`config.mk`:
```
export PLATFORM = sky130hd
export DESIGN_NAME = hazard_bubble_ctrl
export DESIGN_NICKNAME = d
export VERILOG_FILES = /design/src/rtl/hazard_bubble_ctrl.sv
export SDC_FILE = /design/constraint.sdc
export NUM_CORES = 1
export LEC_CHECK = 0
export BUFFER_PORTS_ARGS = -buffer_cell sky130_fd_sc_hd__buf_2
export CAP_MARGIN = 20
export CORE_MARGIN = 5
export CORE_UTILIZATION = 46
export CTS_CLUSTER_SIZE = 10
export DETAILED_ROUTE_END_ITERATION = 10
export GPL_TIMING_DRIVEN = 1
export HOLD_SLACK_MARGIN = 0.1
export PLACE_DENSITY = 0.79
export SLEW_MARGIN = 20
export SYNTH_ARGS = -nofsm -noshare
export SYNTH_HDL_FRONTEND = slang
export SYNTH_SLANG_ARGS = --single-unit
```
`constraint.sdc`:
```
create_clock -name clk_i -period 1.8 [get_ports clk_i]
set_input_delay 0.27 -clock clk_i [delete_from_list [all_inputs] [get_ports clk_i]]
set_output_delay 0.27 -clock clk_i [all_outputs]
set_load 0.1 [all_outputs]
```
`src/rtl/hazard_bubble_ctrl.sv`:
```
// rtl/hazard_bubble_ctrl.sv - ID-stage load-use hazard controller and ID/EX control register
// Optional bubble statistics counter enabled by defining HAZARD_STATS_EN.
module hazard_bubble_ctrl #(
   parameter int CTRL_W     = 12,
   parameter int REG_W      = 5,
   parameter int LOAD_STALL = 1,
   parameter int CNT_W      = 16
) (
   input  logic              clk_i,
   input  logic              rst_i,
   input  logic [CTRL_W-1:0] ctrl_i,
   input  logic [REG_W-1:0]  id_rs_i,
   input  logic [REG_W-1:0]  id_rt_i,
   input  logic              id_uses_rt_i,
   input  logic              ex_memread_i,
   input  logic [REG_W-1:0]  ex_rt_i,
   input  logic              flush_i,
   input  logic              freeze_i,
   output logic [CTRL_W-1:0] ctrl_o,
   output logic              pc_write_o,
   output logic              ifid_write_o,
   output logic              bubble_o
`ifdef HAZARD_STATS_EN
   ,
   output logic [CNT_W-1:0]  bubble_cnt_o
`endif
);

   typedef enum logic {IDLE, STALL} state_t;

   // The first stall cycle is spent in IDLE, so STALL covers the remaining LOAD_STALL-1.
   localparam logic [2:0] STALL_INIT = (LOAD_STALL > 1) ? 3'(LOAD_STALL - 2) : 3'd0;

   state_t     state;
   logic [2:0] cnt;
   logic       hz;

   assign hz = ex_memread_i && (ex_rt_i != '0) &&
               ((ex_rt_i == id_rs_i) || (id_uses_rt_i && (ex_rt_i == id_rt_i)));

   always_comb begin
      pc_write_o   = 1'b0;
      ifid_write_o = 1'b0;
      bubble_o     = 1'b0;
      if (rst_i || freeze_i) begin
         pc_write_o   = 1'b0;
      end else if (flush_i) begin
         pc_write_o   = 1'b1;
         ifid_write_o = 1'b1;
         bubble_o     = 1'b1;
      end else if (state == STALL || hz) begin
         bubble_o     = 1'b1;
      end else begin
         pc_write_o   = 1'b1;
         ifid_write_o = 1'b1;
      end
   end

   always_ff @(posedge clk_i or posedge rst_i) begin
      if (rst_i) begin
         ctrl_o <= '0;
         state  <= IDLE;
         cnt    <= 3'd0;
      end else if (freeze_i) begin
         ctrl_o <= ctrl_o;
      end else if (flush_i) begin
         ctrl_o <= '0;
         state  <= IDLE;
         cnt    <= 3'd0;
      end else if (state == STALL) begin
         ctrl_o <= '0;
         if (cnt == 3'd0) begin
            state <= IDLE;
         end else begin
            cnt <= cnt - 3'd1;
         end
      end else if (hz) begin
         ctrl_o <= '0;
         if (LOAD_STALL > 1) begin
            state <= STALL;
            cnt   <= STALL_INIT;
         end
      end else begin
         ctrl_o <= ctrl_i;
      end
   end

`ifdef HAZARD_STATS_EN
   // Saturating count of bubbles inserted into ID/EX.
   always_ff @(posedge clk_i or posedge rst_i) begin
      if (rst_i) begin
         bubble_cnt_o <= '0;
      end else if (bubble_o && (bubble_cnt_o != {CNT_W{1'b1}})) begin
         bubble_cnt_o <= bubble_cnt_o + 1'b1;
      end
   end
`endif

endmodule

```
; ---- After elaboration in Yosys (flattened, before gate mapping)
; Cells that the tools add are included.
[totals]
regBits = 16
out_inout_bits = 15
wordCells = 33
[classes]
reduce_logical = 10
eq_ne = 3
add_sub_neg = 1
n_bitwise = 1
muxes = 15
[op_table]
columns = operator, count
row1 = 2-to-1 mux 12 bit, 3
row2 = == test 5 bit, 2
row3 = 2-to-1 mux 1 bit, 9
row4 = 2-to-1 mux 3 bit, 3
row5 = nonzero test 5 bit, 1
row6 = logical AND 1 bit, 3
row7 = logical NOT 3 bit, 1
row8 = logical OR 1 bit, 3
row9 = AND reduction 3 bit, 1
row10 = "subtractor 3 x 1 -> 3 bit, second input constant", 1
row11 = "inequality test 2 bit, second input constant", 1
row12 = nonzero test 2 bit, 1
row13 = inverter 1 bit, 1

; ---- Depth between registers and ports, before layout
[logic_depth]
depth_word = 8
depth_mapped = 6
ltp_nobuf = 6

; ---- Least setup slack after synthesis
; Ideal clock, no wire load.
[synth_path]
path_kind = input to output
startpoint = input port ex_rt_i[3]
endpoint = output port bubble_o
arrival_ps = 4003
n_path_buf = 0
setup_slack_ps = -2473
t_required_ps = 1530
path_stages = 4
path_cell_list = xor2_1 > nor4_1 > a32oi_1 > o41ai_1
[synth_via]
elab_chain_len = 8
elab_cells_between_ends = 11
[synth_lines]
columns = item, line
row1 = start: declaration, 16  ; input logic [REG_W-1:0] ex_rt_i,
row2 = == test 5 bit, 39  ; ((ex_rt_i == id_rs_i) || (id_uses_rt_i && (ex_rt_i == id_rt_i)));
row3 = logical AND 1 bit, 39
row4 = logical OR 1 bit, 39
row5 = logical AND 1 bit (*), 38  ; assign hz = ex_memread_i && (ex_rt_i != '0) &&
row6 = logical OR 1 bit (*), 51  ; end else if (state == STALL || hz) begin
row7 = 2-to-1 mux 1 bit (*), 51
row8 = 2-to-1 mux 1 bit (*), 47  ; end else if (flush_i) begin
row9 = 2-to-1 mux 1 bit (*), 45  ; if (rst_i || freeze_i) begin
row10 = end: declaration, 22  ; output logic bubble_o
; Mark *: on every way between the ends. The rest lies on a longest branch, timed or not.

; ---- Final worst setup path
[layout_path]
startpoint = input port id_rt_i[2]
endpoint = output port pc_write_o
[layout_via]
elab_chain_len = 8
[layout_lines]
columns = item, line
row1 = start: declaration, 13  ; input logic [REG_W-1:0] id_rt_i,
row2 = == test 5 bit, 39
row3 = logical AND 1 bit, 39
row4 = logical OR 1 bit, 39
row5 = logical AND 1 bit, 38
row6 = logical OR 1 bit, 51
row7 = 2-to-1 mux 1 bit, 51
row8 = 2-to-1 mux 1 bit, 47
row9 = 2-to-1 mux 1 bit, 45
row10 = end: declaration, 20  ; output logic pc_write_o,
; Every way passes these cells.

==> metrics.json <==
{
  "postRouteAntennaNets": {"value": 0},
  "fin_worst_hold_slack": {"value": 0.256, "unit": "ns"},
  "cts.clk_slew.worst_paths": {"value": 0.09, "unit": "ns"},
  "final.min_clock_period": {"value": 1.85, "unit": "ns"},
  "row_count": {"value": 17},
  "clkLatencyLatePin": {"value": 0.29, "unit": "ns"},
  "design_area": {"value": 1510, "unit": "um^2"},
  "synth.cell_area": {"value": 1050, "unit": "um^2"},
  "maximum_number_of_pins_on_one_net_before_global_route_repair": {"value": 24},
  "grt_usage": {"value": 0.167},
  "avgRoutedWirePerCell": {"value": 14.1, "unit": "um"},
  "layout-drive-gt1-share": {"value": 0.545},
  "power.static_leakage": {"value": 0.800, "unit": "nW"},
  "hold_path_depth": {"value": 2},
  "postLayoutSetupSlackWorst": {"value": -0.0477, "unit": "ns"},
  "insertedDiodeCount": {"value": 0},
  "detailedPlacementHpwl": {"value": 1.93, "unit": "mm"},
  "synthesis.nets": {"value": 137},
  "io_buffers": {"value": 47},
  "place_inst": {"value": 178},
  "grt_most_used_layer": {"value": "met2"},
  "p_clk_frac": {"value": 0.201},
  "synth_top_cells_by_count": {"value": "dfrtp_1 (16), nor3b_1 (11), xor2_1 (9)"},
  "cts_htree_levels": {"value": 1},
  "final_hold_viol_count": {"value": 0},
  "crit_type": {"value": "in2out"},
  "status": {"value": "complete, but fails checks"},
  "clock_sinks": {"value": 16},
  "initial_antenna_violation_count": {"value": 0},
  "async_set_or_reset_register_ratio_after_synthesis": {"value": 1.00},
  "ir_worst_vdd": {"value": 0.415, "unit": "mV"},
  "netlist_instances": {"value": 102},
  "met3_usage": {"value": 0.0334},
  "netlist.top_cell.by_area": {"value": "dfrtp_1"},
  "synth.most_common_cell": {"value": "dfrtp_1"},
  "placeableCoreArea": {"value": 2190, "unit": "um^2"},
  "synth_flop_cell": {"value": "dfrtp_1"},
  "cp_data_required_time": {"value": 1.53, "unit": "ns"},
  "cp-start-kind": {"value": "input port"},
  "grt_pass1_wl": {"value": 4.46, "unit": "mm"},
  "synth_top_cell_area_share": {"value": 0.381},
  "crit_path_cell_trace": {"value": "buf_6 > xor2_2 > nor4_2 > a32oi_2 > o311a_4 > buf_12"},
  "yosysSeqAreaShare": {"value": 0.381},
  "rsz0062_at_grt": {"value": "true"},
  "final_core_utilization": {"value": 0.691},
  "power.switching": {"value": 513, "unit": "uW"},
  "synth.top_cells.by_area": {"value": "dfrtp_1 (38%), nor3b_1 (7.9%), xor2_1 (7.5%)"},
  "dr_total_vias": {"value": 977},
  "gp_routability_congestion": {"value": 0.743},
  "cts-root-buf": {"value": "clkbuf_4"},
  "synth_warnings": {"value": 0},
  "layout.cells.non_filler": {"value": 184},
  "hp-start": {"value": "flush_i"},
  "regToRegSetupSlack": {"value": 0.40, "unit": "ns"},
  "vertical_die_dimension": {"value": 57.8, "unit": "um"},
  "detailedRoute.firstPassIterationCount": {"value": 4},
  "fill_cells": {"value": 168},
  "area.growth.synth_to_final": {"value": 44.2, "unit": "%"},
  "drt-vias-per-instance": {"value": 5.31},
  "class_of_the_worst_hold_path": {"value": "in2reg"},
  "max_stage_delay": {"value": 0.37, "unit": "ns"},
  "max_clock_freq": {"value": 0.541, "unit": "GHz"},
  "initial_core_util": {"value": 0.479},
  "synth.ff_latch_count": {"value": 16},
  "p_int": {"value": 673, "unit": "uW"},
  "setup_violations": {"value": 3},
  "r2r-end": {"value": "ctrl_o[5]$_DFFE_PP0N_"},
  "post_dp_cell_area": {"value": 1400, "unit": "um^2"},
  "groute.layer.met1.usage": {"value": 0.198},
  "logic_gate_share_of_total_power": {"value": 0.450},
  "cts-root-to-sink-buffers": {"value": 2},
  "failed_checks": {"value": "setup timing"},
  "power_per_cell_area": {"value": 783, "unit": "nW/um^2"},
  "syn_area_per_cell": {"value": 10.3, "unit": "um^2"},
  "final.setup_skew": {"value": 0.00253, "unit": "ns"},
  "dr.first_iter.drc_count": {"value": 19},
  "max_cap_violations": {"value": 0},
  "timing.rr.start": {"value": "state$_DFFE_PP0N_"},
  "ioPinCount": {"value": 48},
  "kind_of_end_point_of_the_critical_path": {"value": "output port"},
  "gr_ovfl_total": {"value": 0},
  "tritoncts.num_buffers": {"value": 3},
  "fin_nets": {"value": 192},
  "arrival_time_at_the_worst_endpoint": {"value": 1.58, "unit": "ns"},
  "cell_at_the_slowest_stage_of_the_critical_path": {"value": "o311a_4"},
  "slew_viol_final": {"value": 0},
  "cts_tree": {"value": "done"},
  "worstMarginPinSlew": {"value": 0.613, "unit": "ns"},
  "worstPathMaxFanout": {"value": 3},
  "synth_enable_flop_cells": {"value": 0},
  "pwr-share-seq": {"value": 0.349},
  "whs_endpoint": {"value": "cnt[2]$_DFFE_PP0P_"},
  "floorplan.die.width": {"value": 57.8, "unit": "um"},
  "first_global_vias": {"value": 1035},
  "power.switching_fraction": {"value": 0.432},
  "number_of_different_library_cells_in_the_post_synthesis_netlist": {"value": 30},
  "timing.final.crit_share": {"value": 1.03},
  "remaining_drc_errors": {"value": 0},
  "groute.layer.met2.usage": {"value": 0.287},
  "totalWireLength": {"value": 2.60, "unit": "mm"},
  "area_enclosed_by_the_die_boundary": {"value": 3340, "unit": "um^2"},
  "timing.slew.headroom": {"value": 0.591},
  "worst_r2r_path_depth": {"value": 4}
}
## per-layer routing
layer  share of wire  vias up
li1                -      479
met1            0.40      449
met2            0.49       43
met3           0.085        6
met4           0.021        0
met5               0        -
## cell usage in the layout, fill, tap and decap left out, types with 2 or more instances in the layout
cell type,count
buf_2,41
dfrtp_1,16
nor3b_1,11
buf_4,8
xor2_1,7
a22o_2,7
a21o_2,7
inv_1,6
nand2_1,5
nor2_1,4
a22o_1,4
a21o_1,4
buf_6,4
a21oi_1,3
clkbuf_4,3
buf_12,3
xor2_2,2
o21ai_0,2
mux2i_1,2
ha_1,2
## worst max-delay path, delay by kind of cell
family	cells	cell delay (ns)
xor gates and xnor gates	1	0.17
and+or+nand+nor	1	0.29
AOI/OAI and AO/OA	2	0.57
buffers and inverters	2	0.27
## how the worst max path moves through the flow
stage	to	from	slack [ns]	depth (start not counted)
6_report	pc_write_o	id_rt_i[2]	-0.05	6
4_1_cts	pc_write_o	id_rt_i[2]	-0.06	6
2_1_floorplan	bubble_o	ex_rt_i[3]	-0.48	4
3_5_place_dp	pc_write_o	ex_rt_i[3]	-0.18	6
5_1_grt	pc_write_o	id_rt_i[2]	-0.08	6
3_3_place_gp	pc_write_o	ex_rt_i[3]	-0.14	6
## power groups by stage
stage	clock (mW)	sequential [mW]	combinational, mW
finish	0.239	0.413	0.534
global placement	0	0.419	0.509
detailed placement	0	0.421	0.517
global route	0.258	0.419	0.561
CTS	0.243	0.413	0.532
floorplan	0	0.653	0.165
## kinds of logic after synthesis
logic type | Yosys count | synth area share
xor gates and xnor gates | 10 | 0.0834
and+or+nand+nor | 25 | 0.144
DFF | 16 | 0.381
buffers and inverters | 13 | 0.0715
AOI/OAI and AO/OA | 34 | 0.277
adders and majority gates | 2 | 0.0238
muxes | 2 | 0.0191
## flip-flops by register name, indices dropped and copies added, names as in the netlist
name and cells:
cnt 3, ctrl_o 12, state 1
## through the flow
| step | setup slack, ns | total power [mW] | setup TNS [ns] |
|---|---|---|---|
| 2_1_floorplan | -0.477 | 0.818 | -0.738 |
| 3_3_place_gp | -0.139 | 0.928 | -0.349 |
| 3_5_place_dp | -0.177 | 0.937 | -0.447 |
| 4_1_cts | -0.0577 | 1.19 | -0.141 |
| 5_1_grt | -0.0835 | 1.24 | -0.240 |
| 6_report | -0.0477 | 1.19 | -0.106 |
## timing repair
action,4_1_cts,5_1_grt
buffers inserted,1,0
hold buffers,1,0
setup endpoints to repair,3,3
endpoints found under the hold margin,7,0
gates resized for setup,8,4
pin swaps,5,2
## final cells by class
class / count / area (um^2) / area share
clock buffers: 4 / 36.3 / 0.0240
inverters: 6 / 22.5 / 0.0149
multi-input cells: 73 / 639 / 0.422
flip-flops and latches: 16 / 400 / 0.264
well taps: 28 / 35.0 / 0.0231
repair buffers: 57 / 380 / 0.251
Note: power is estimated with default switching activity, not from simulation.
